==> config.mk <==
export PLATFORM = sky130hd
export DESIGN_NAME = mem_arbiter
export DESIGN_NICKNAME = d
export VERILOG_FILES = /design/src/rtl/cpu_types_pkg.sv /design/src/rtl/mem_arbiter_rr_pick.sv /design/src/rtl/mem_arbiter.sv
export SDC_FILE = /design/constraint.sdc
export NUM_CORES = 1
export LEC_CHECK = 0
export ABC_AREA = 1
export CAP_MARGIN = 25
export CORE_AREA = 2 2 169 171
export CTS_CLUSTER_DIAMETER = 200
export DETAILED_ROUTE_END_ITERATION = 8
export DIE_AREA = 0 0 171 173
export PLACE_DENSITY = 0.41
export SETUP_SLACK_MARGIN = 0.15
export SLEW_MARGIN = 20
export SYNTH_ARGS = -nofsm -noshare
export SYNTH_HDL_FRONTEND = slang
export SYNTH_SLANG_ARGS = --single-unit
==> constraint.sdc <==
create_clock -name CLK -period 3.5 [get_ports CLK]
set_input_delay 0.7 -clock CLK [delete_from_list [all_inputs] [get_ports CLK]]
set_output_delay 0.7 -clock CLK [all_outputs]
set_load 0.01 [all_outputs]
==> src/rtl/cpu_types_pkg.sv <==
// Shared types for the cache-to-RAM arbiter: RAM handshake states, arbiter states,
// the grant owner record and the load word substituted on a RAM error.
package cpu_types_pkg;

  localparam int MAX_CORES = 4;
  localparam int CORE_W    = 2;

  typedef logic [31:0] word_t;

  typedef enum logic [1:0] {
    FREE   = 2'd0,
    BUSY   = 2'd1,
    ACCESS = 2'd2,
    ERROR  = 2'd3
  } ram_state_t;

  typedef enum logic {
    IDLE  = 1'b0,
    GRANT = 1'b1
  } arb_state_t;

  typedef struct packed {
    logic [CORE_W-1:0] core;
    logic              is_d;
    logic              is_wr;
  } owner_t;

  localparam word_t BAD_LOAD = 32'hBAD1BAD1;

  // Round-robin successor of core c among n cores.
  function automatic logic [CORE_W-1:0] next_core(input logic [CORE_W-1:0] c, input int n);
    if (int'(c) == n - 1) return '0;
    else                  return c + 1'b1;
  endfunction

endpackage

==> src/rtl/mem_arbiter_rr_pick.sv <==
// Round-robin first-set-bit finder: first requester at or after ptr, wrapping modulo N.
module rr_pick
  import cpu_types_pkg::*;
#(
  parameter int N = 2
) (
  input  logic [N-1:0]      req,
  input  logic [CORE_W-1:0] ptr,
  output logic              valid,
  output logic [CORE_W-1:0] idx
);

  logic [MAX_CORES-1:0] req_x;
  logic [CORE_W-1:0]    pos;

  always_comb begin
    req_x          = '0;
    req_x[N-1:0]   = req;
    valid          = 1'b0;
    idx            = '0;
    pos            = '0;
    for (int off = 0; off < N; off++) begin
      pos = (int'(ptr) + off >= N) ? CORE_W'(int'(ptr) + off - N) : CORE_W'(int'(ptr) + off);
      if (!valid && req_x[pos]) begin
        valid = 1'b1;
        idx   = pos;
      end
    end
  end

endmodule

==> src/rtl/mem_arbiter.sv <==
// Serialises icache/dcache requests of NCORES cores onto one RAM port.
// Dcache class beats icache class; round-robin across cores within a class.
module mem_arbiter
  import cpu_types_pkg::*;
#(
  parameter int NCORES  = 2,
  parameter int TIMEOUT = 64
) (
  input  logic               CLK,
  input  logic               nRST,
  input  logic [NCORES-1:0]    iREN,
  input  logic [NCORES*32-1:0] iaddr,
  input  logic [NCORES-1:0]    dREN,
  input  logic [NCORES-1:0]    dWEN,
  input  logic [NCORES*32-1:0] daddr,
  input  logic [NCORES*32-1:0] dstore,
  output logic [NCORES-1:0]    iwait,
  output logic [NCORES-1:0]    dwait,
  output logic [NCORES*32-1:0] iload,
  output logic [NCORES*32-1:0] dload,
  output logic               ramREN,
  output logic               ramWEN,
  output logic [31:0]        ramaddr,
  output logic [31:0]        ramstore,
  input  logic [31:0]        ramload,
  input  ram_state_t         ramstate,
  output logic               bus_err
);

  localparam int TW = ($clog2(TIMEOUT) + 1 > 7) ? $clog2(TIMEOUT) + 1 : 7;
  localparam logic [TW-1:0] TLAST = TW'(TIMEOUT - 1);

  arb_state_t        state;
  logic [CORE_W-1:0] rr_ptr;
  owner_t            owner;
  logic [TW-1:0]     tcnt;

  logic [NCORES-1:0]    dreq;
  logic                 d_valid, i_valid;
  logic [CORE_W-1:0]    d_idx, i_idx;
  logic [MAX_CORES-1:0] iren_x, dren_x, dwen_x;
  logic [MAX_CORES-1:0] iwait_x, dwait_x;
  word_t                iaddr_w  [MAX_CORES];
  word_t                daddr_w  [MAX_CORES];
  word_t                dstore_w [MAX_CORES];
  logic                 o_active, hit, expire, done;
  word_t                load_word;

  assign dreq = dREN | dWEN;

  rr_pick #(.N(NCORES)) u_pick_d (
    .req   (dreq),
    .ptr   (rr_ptr),
    .valid (d_valid),
    .idx   (d_idx)
  );

  rr_pick #(.N(NCORES)) u_pick_i (
    .req   (iREN),
    .ptr   (rr_ptr),
    .valid (i_valid),
    .idx   (i_idx)
  );

  // Widen per-core inputs to MAX_CORES so the 2-bit owner index selects them directly.
  always_comb begin
    iren_x = '0;
    dren_x = '0;
    dwen_x = '0;
    iren_x[NCORES-1:0] = iREN;
    dren_x[NCORES-1:0] = dREN;
    dwen_x[NCORES-1:0] = dWEN;
    for (int c = 0; c < MAX_CORES; c++) begin
      iaddr_w[c]  = '0;
      daddr_w[c]  = '0;
      dstore_w[c] = '0;
    end
    for (int c = 0; c < NCORES; c++) begin
      iaddr_w[c]  = iaddr[c*32 +: 32];
      daddr_w[c]  = daddr[c*32 +: 32];
      dstore_w[c] = dstore[c*32 +: 32];
    end
  end

  // The owner's live request keeps the grant alive; dropping it abandons the access.
  always_comb begin
    o_active = 1'b0;
    if (state == GRANT) begin
      if (owner.is_d) o_active = owner.is_wr ? dwen_x[owner.core] : dren_x[owner.core];
      else            o_active = iren_x[owner.core];
    end
    hit    = (ramstate == ACCESS) || (ramstate == ERROR);
    expire = (tcnt == TLAST);
    done   = o_active && (hit || expire);
  end

  always_comb begin
    ramREN   = o_active && !owner.is_wr;
    ramWEN   = o_active && owner.is_wr;
    ramaddr  = '0;
    ramstore = '0;
    if (o_active) begin
      ramaddr = owner.is_d ? daddr_w[owner.core] : iaddr_w[owner.core];
      if (owner.is_wr) ramstore = dstore_w[owner.core];
    end
  end

  always_comb begin
    iwait_x = '1;
    dwait_x = '1;
    if (done) begin
      if (owner.is_d) dwait_x[owner.core] = 1'b0;
      else            iwait_x[owner.core] = 1'b0;
    end
  end

  assign iwait     = iwait_x[NCORES-1:0];
  assign dwait     = dwait_x[NCORES-1:0];
  assign load_word = (o_active && ramstate == ERROR) ? BAD_LOAD : ramload;
  assign iload     = {NCORES{load_word}};
  assign dload     = {NCORES{load_word}};

  always_ff @(posedge CLK or negedge nRST) begin
    if (!nRST) begin
      state   <= IDLE;
      rr_ptr  <= '0;
      owner   <= '0;
      tcnt    <= '0;
      bus_err <= 1'b0;
    end else begin
      case (state)
        IDLE: begin
          tcnt <= '0;
          if (d_valid) begin
            owner <= '{core: d_idx, is_d: 1'b1, is_wr: dwen_x[d_idx]};
            state <= GRANT;
          end else if (i_valid) begin
            owner <= '{core: i_idx, is_d: 1'b0, is_wr: 1'b0};
            state <= GRANT;
          end
        end
        GRANT: begin
          if (!o_active) begin
            state <= IDLE;
            tcnt  <= '0;
          end else if (done) begin
            state  <= IDLE;
            tcnt   <= '0;
            rr_ptr <= next_core(owner.core, NCORES);
            // Anything other than a clean ACCESS (ERROR or timeout) is sticky.
            if (ramstate != ACCESS) bus_err <= 1'b1;
          end else begin
            tcnt <= tcnt + 1'b1;
          end
        end
        default: state <= IDLE;
      endcase
    end
  end

endmodule

==> qor.tcl <==
set qor(synthCells) 605
set qor(post_synth.cell_area_avg_sq_um) 5.94
set qor(drt-pass1-iter-count) 4
set qor(cellLeakagePower_uw) 0.00484
set qor(report.final.setup_viol) 0
set qor(status) {finished, final reports clean}
set qor(drt_first_iter_violations) 250
set qor(mappedNetlistArea_sq_um) 3600
set qor(final_antenna_net_count) 0
set qor(worst-endpoint-required_ps) 2800
set qor(synth_xor_xnor_area_share) 0.00974
set qor(power-per-cell-area_nw_per_um2) 512
set qor(design.final.nets) 1155
set qor(use_met2) 0.270
set qor(clk_latency_ps) 240
set qor(avgRoutedWirePerCell_um) 17.1
set qor(place_inst) 1292
set qor(portBuffers) 432
set qor(overall_global_routing_resource_usage) 0.136
set qor(final_core_util) 0.293
set qor(drt-total-wl_um) 22100
set qor(gr-total-overflow) 0
set qor(most_common_library_cell_in_the_layout_ignoring_fill_and_taps) {sky130_fd_sc_hd__clkdlybuf4s50_1}
set qor(floorplan.die_area_sq_um) 29600
set qor(synth.ff_latch_count) 15
set qor(cts.hold.buffers_added) 0
set qor(holdPathStages) 1
set qor(grt-busiest-layer) {met2}
set qor(worstPathMaxFanout) 16
set qor(numClockSinks) 15
set qor(post_synth_and_or_nand_nor_area_fraction) 0.396
set qor(gp_congestion) 0.896
set qor(slew_headroom) 0.511
set qor(synth.yosys.warnings) 0
set qor(tritoncts_clock_tree) {yes}
set qor(row_count) 61
set qor(synth_fa_ha_area_frac) 0.00348
set qor(die_h_um) 173
set qor(pin_count) 433
set qor(synth.distinct_cells) 27
set qor(seq_area_frac_synth) 0.104
set qor(layout-drive-gt1-share) 0.0827
set qor(crit_arrival_ps) 2600
set qor(final.setup_skew_ps) 5.33
set qor(cts_buffers) 3
set qor(cts.root.buffer_cell) {sky130_fd_sc_hd__clkbuf_16}
set qor(global_route_wire_length_before_repair_um) 31000
set qor(timing.fmax_mhz) 303
set qor(instances_no_fill) 1298
set qor(floorplan.die.width_um) 171
set qor(max-cap-violations) 0
set qor(gr_layer_usage_met3) 0.0167
set qor(r2r_cells) 6
set qor(route.detailed.vias_per_inst) 3.79
set qor(grt_max_degree) 59
set qor(clk_transition_reported_paths_ps) 50
set qor(coreArea_sq_um) 27600
set qor(type_of_the_worst_setup_path) {in -> out}
set qor(final_hold_viol_count) 0
set qor(final_min_period_over_clock_period) 0.942
set qor(cts.htree.levels) 1
set qor(antenna_found_initial) 1
set qor(clockBufferDepth) 2
set qor(layout.cells.most_common_list) {sky130_fd_sc_hd__clkdlybuf4s50_1 (287), sky130_fd_sc_hd__nand2_1 (190), sky130_fd_sc_hd__dlymetal6s2s_1 (122)}
set qor(power.ir.vdd_worst_mv) 0.310
set qor(start_util) 0.130
set qor(startpoint_type_of_the_worst_setup_path) {input pin}
set qor(dp_hpwl_um) 17700
set qor(grt_pass1_vias) 4837
set qor(synth.net_count) 840
set qor(synth_top_family_by_area) {simple AND/OR/NAND/NOR gates}
set qor(synth_area_in_compound_gates) 0.168
set qor(final_critical_path_time_including_i_o_delays_and_setup_ps) 3300
set qor(min-delay-path-class) {reg -> reg}
set qor(synth.area.mux_share) 0
set qor(detailroute.via_count) 4917
set qor(min-delay-start) {tcnt[0]$_DFF_PN0_}
set qor(worst-r2r-setup-slack_ps) 1900
set qor(worstSetupEndpointType) {primary output}
set qor(worst_slew_pin_slew_ps) 731
set qor(worst_r2r_endpoint) {tcnt[0]$_DFF_PN0_}
set qor(min_to) {tcnt[0]$_DFF_PN0_}
set qor(detail_route.drc_violations) 0
set qor(critical_path.reg2reg.startpoint) {tcnt[0]$_DFF_PN0_}
set qor(report.final.slew_viol_count) 0
set qor(grt_use_met1) 0.156
set qor(hold_slack_ps) 457
set qor(rsz0062_at_grt) {true}
set qor(syn_to_final_growth_pct) 125
report_power, final:
group	leakage [uW]	internal, uW	total [uW]	switching [uW]
Clock	0.0000409	152	222	69.7
Combinational	0.00460	1580	3660	2080
Sequential	0.000194	208	256	47.4
Total	0.00484	1940	4140	2200
area by class of cell:
cell class / instances / area (sq um)
diodes: 1 / 2.50
clock buffers: 3 / 75.1
clock inverters: 1 / 5.00
fillers: 3071 / 19500
inverters: 54 / 205
multi-input cells: 400 / 2150
flip-flops and latches: 15 / 375
well taps: 378 / 473
repair buffers: 446 / 4810
metrics by stage:
step / cell area [sq um] / worst slack (ps) / TNS [ps] / power [uW]
6_report: 8090 / 203 / 0 / 4140
3_3_place_gp: 7640 / -78.6 / -123 / 4090
5_1_grt: 8090 / 107 / 0 / 4490
2_1_floorplan: 3600 / 1180 / 0 / 2370
3_5_place_dp: 7640 / -77.2 / -199 / 4060
4_1_cts: 7740 / 105 / 0 / 4290
layer usage:
layer	vias up	wire (um)
met5	-	0
met4	0	234
met3	12	1300
met2	176	11900
met1	2249	8690
li1	2480	-
sequential cells by signal, summed over array words and instances, names as in the netlist:
register  cells
rr_ptr        2
state         1
bus_err       1
owner         4
tcnt          7
Yosys cell counts (all sizes together):
cell      n  area [sq um]
xnor2     1          8.76
a21oi    67           335
o21bai    1          7.51
ha        1          12.5
nor3     64           521
inv      53           199
nor2     16          75.1
xor2      3          26.3
o21ai     3          15.0
nand2   196           736
a22oi    32           240
a21boi    1          7.51
nand4     3          18.8
nand3    10          55.1
clkinv    1          3.75
clkbuf   12          45.0
nand3b    2          18.8
dfrtp    15           375
buf     124           896
worst max-delay path by stage:
stage                     startpoint     endpoint  slack (ps)  depth (start not counted)
after global placement       dWEN[0]  ramstore[2]         -80                          9
final                        dWEN[0]    dload[47]         200                          9
after floorplan              dWEN[1]    dload[33]        1180                          9
after global routing         dWEN[0]    dload[47]         110                          9
after detailed placement     dWEN[0]  ramstore[2]         -80                          9
after CTS                    dWEN[0]  ramaddr[31]         100                          9
worst max-delay path, stage by stage:
cell and delay [ps]:
sky130_fd_sc_hd__clkdlybuf4s50_1 510, sky130_fd_sc_hd__nand2_1 60, sky130_fd_sc_hd__nand2_1 60, sky130_fd_sc_hd__nand3_1 110, sky130_fd_sc_hd__nand3_4 140, sky130_fd_sc_hd__nand3b_4 120, sky130_fd_sc_hd__buf_12 170, sky130_fd_sc_hd__nand2_1 150
sky130_fd_sc_hd__clkdlybuf4s50_1 570
repair_timing:
| item | 4_1_cts | 5_1_grt |
|---|---|---|
| resized for setup | 30 | 130 |
| pin swaps | 0 | 1 |
| setup buffers | 0 | 0 |
| setup endpoints to repair | 47 | 170 |
| cloned | 0 | 1 |
cells by family after synthesis:
kind of cell | after synthesis
and+or+nand+nor | 291
xor gates and xnor gates | 4
DFF | 15
buffers and inverters | 190
adders and majority gates | 1
AOI/OAI and AO/OA | 104
(Power assumes the default switching activity.)
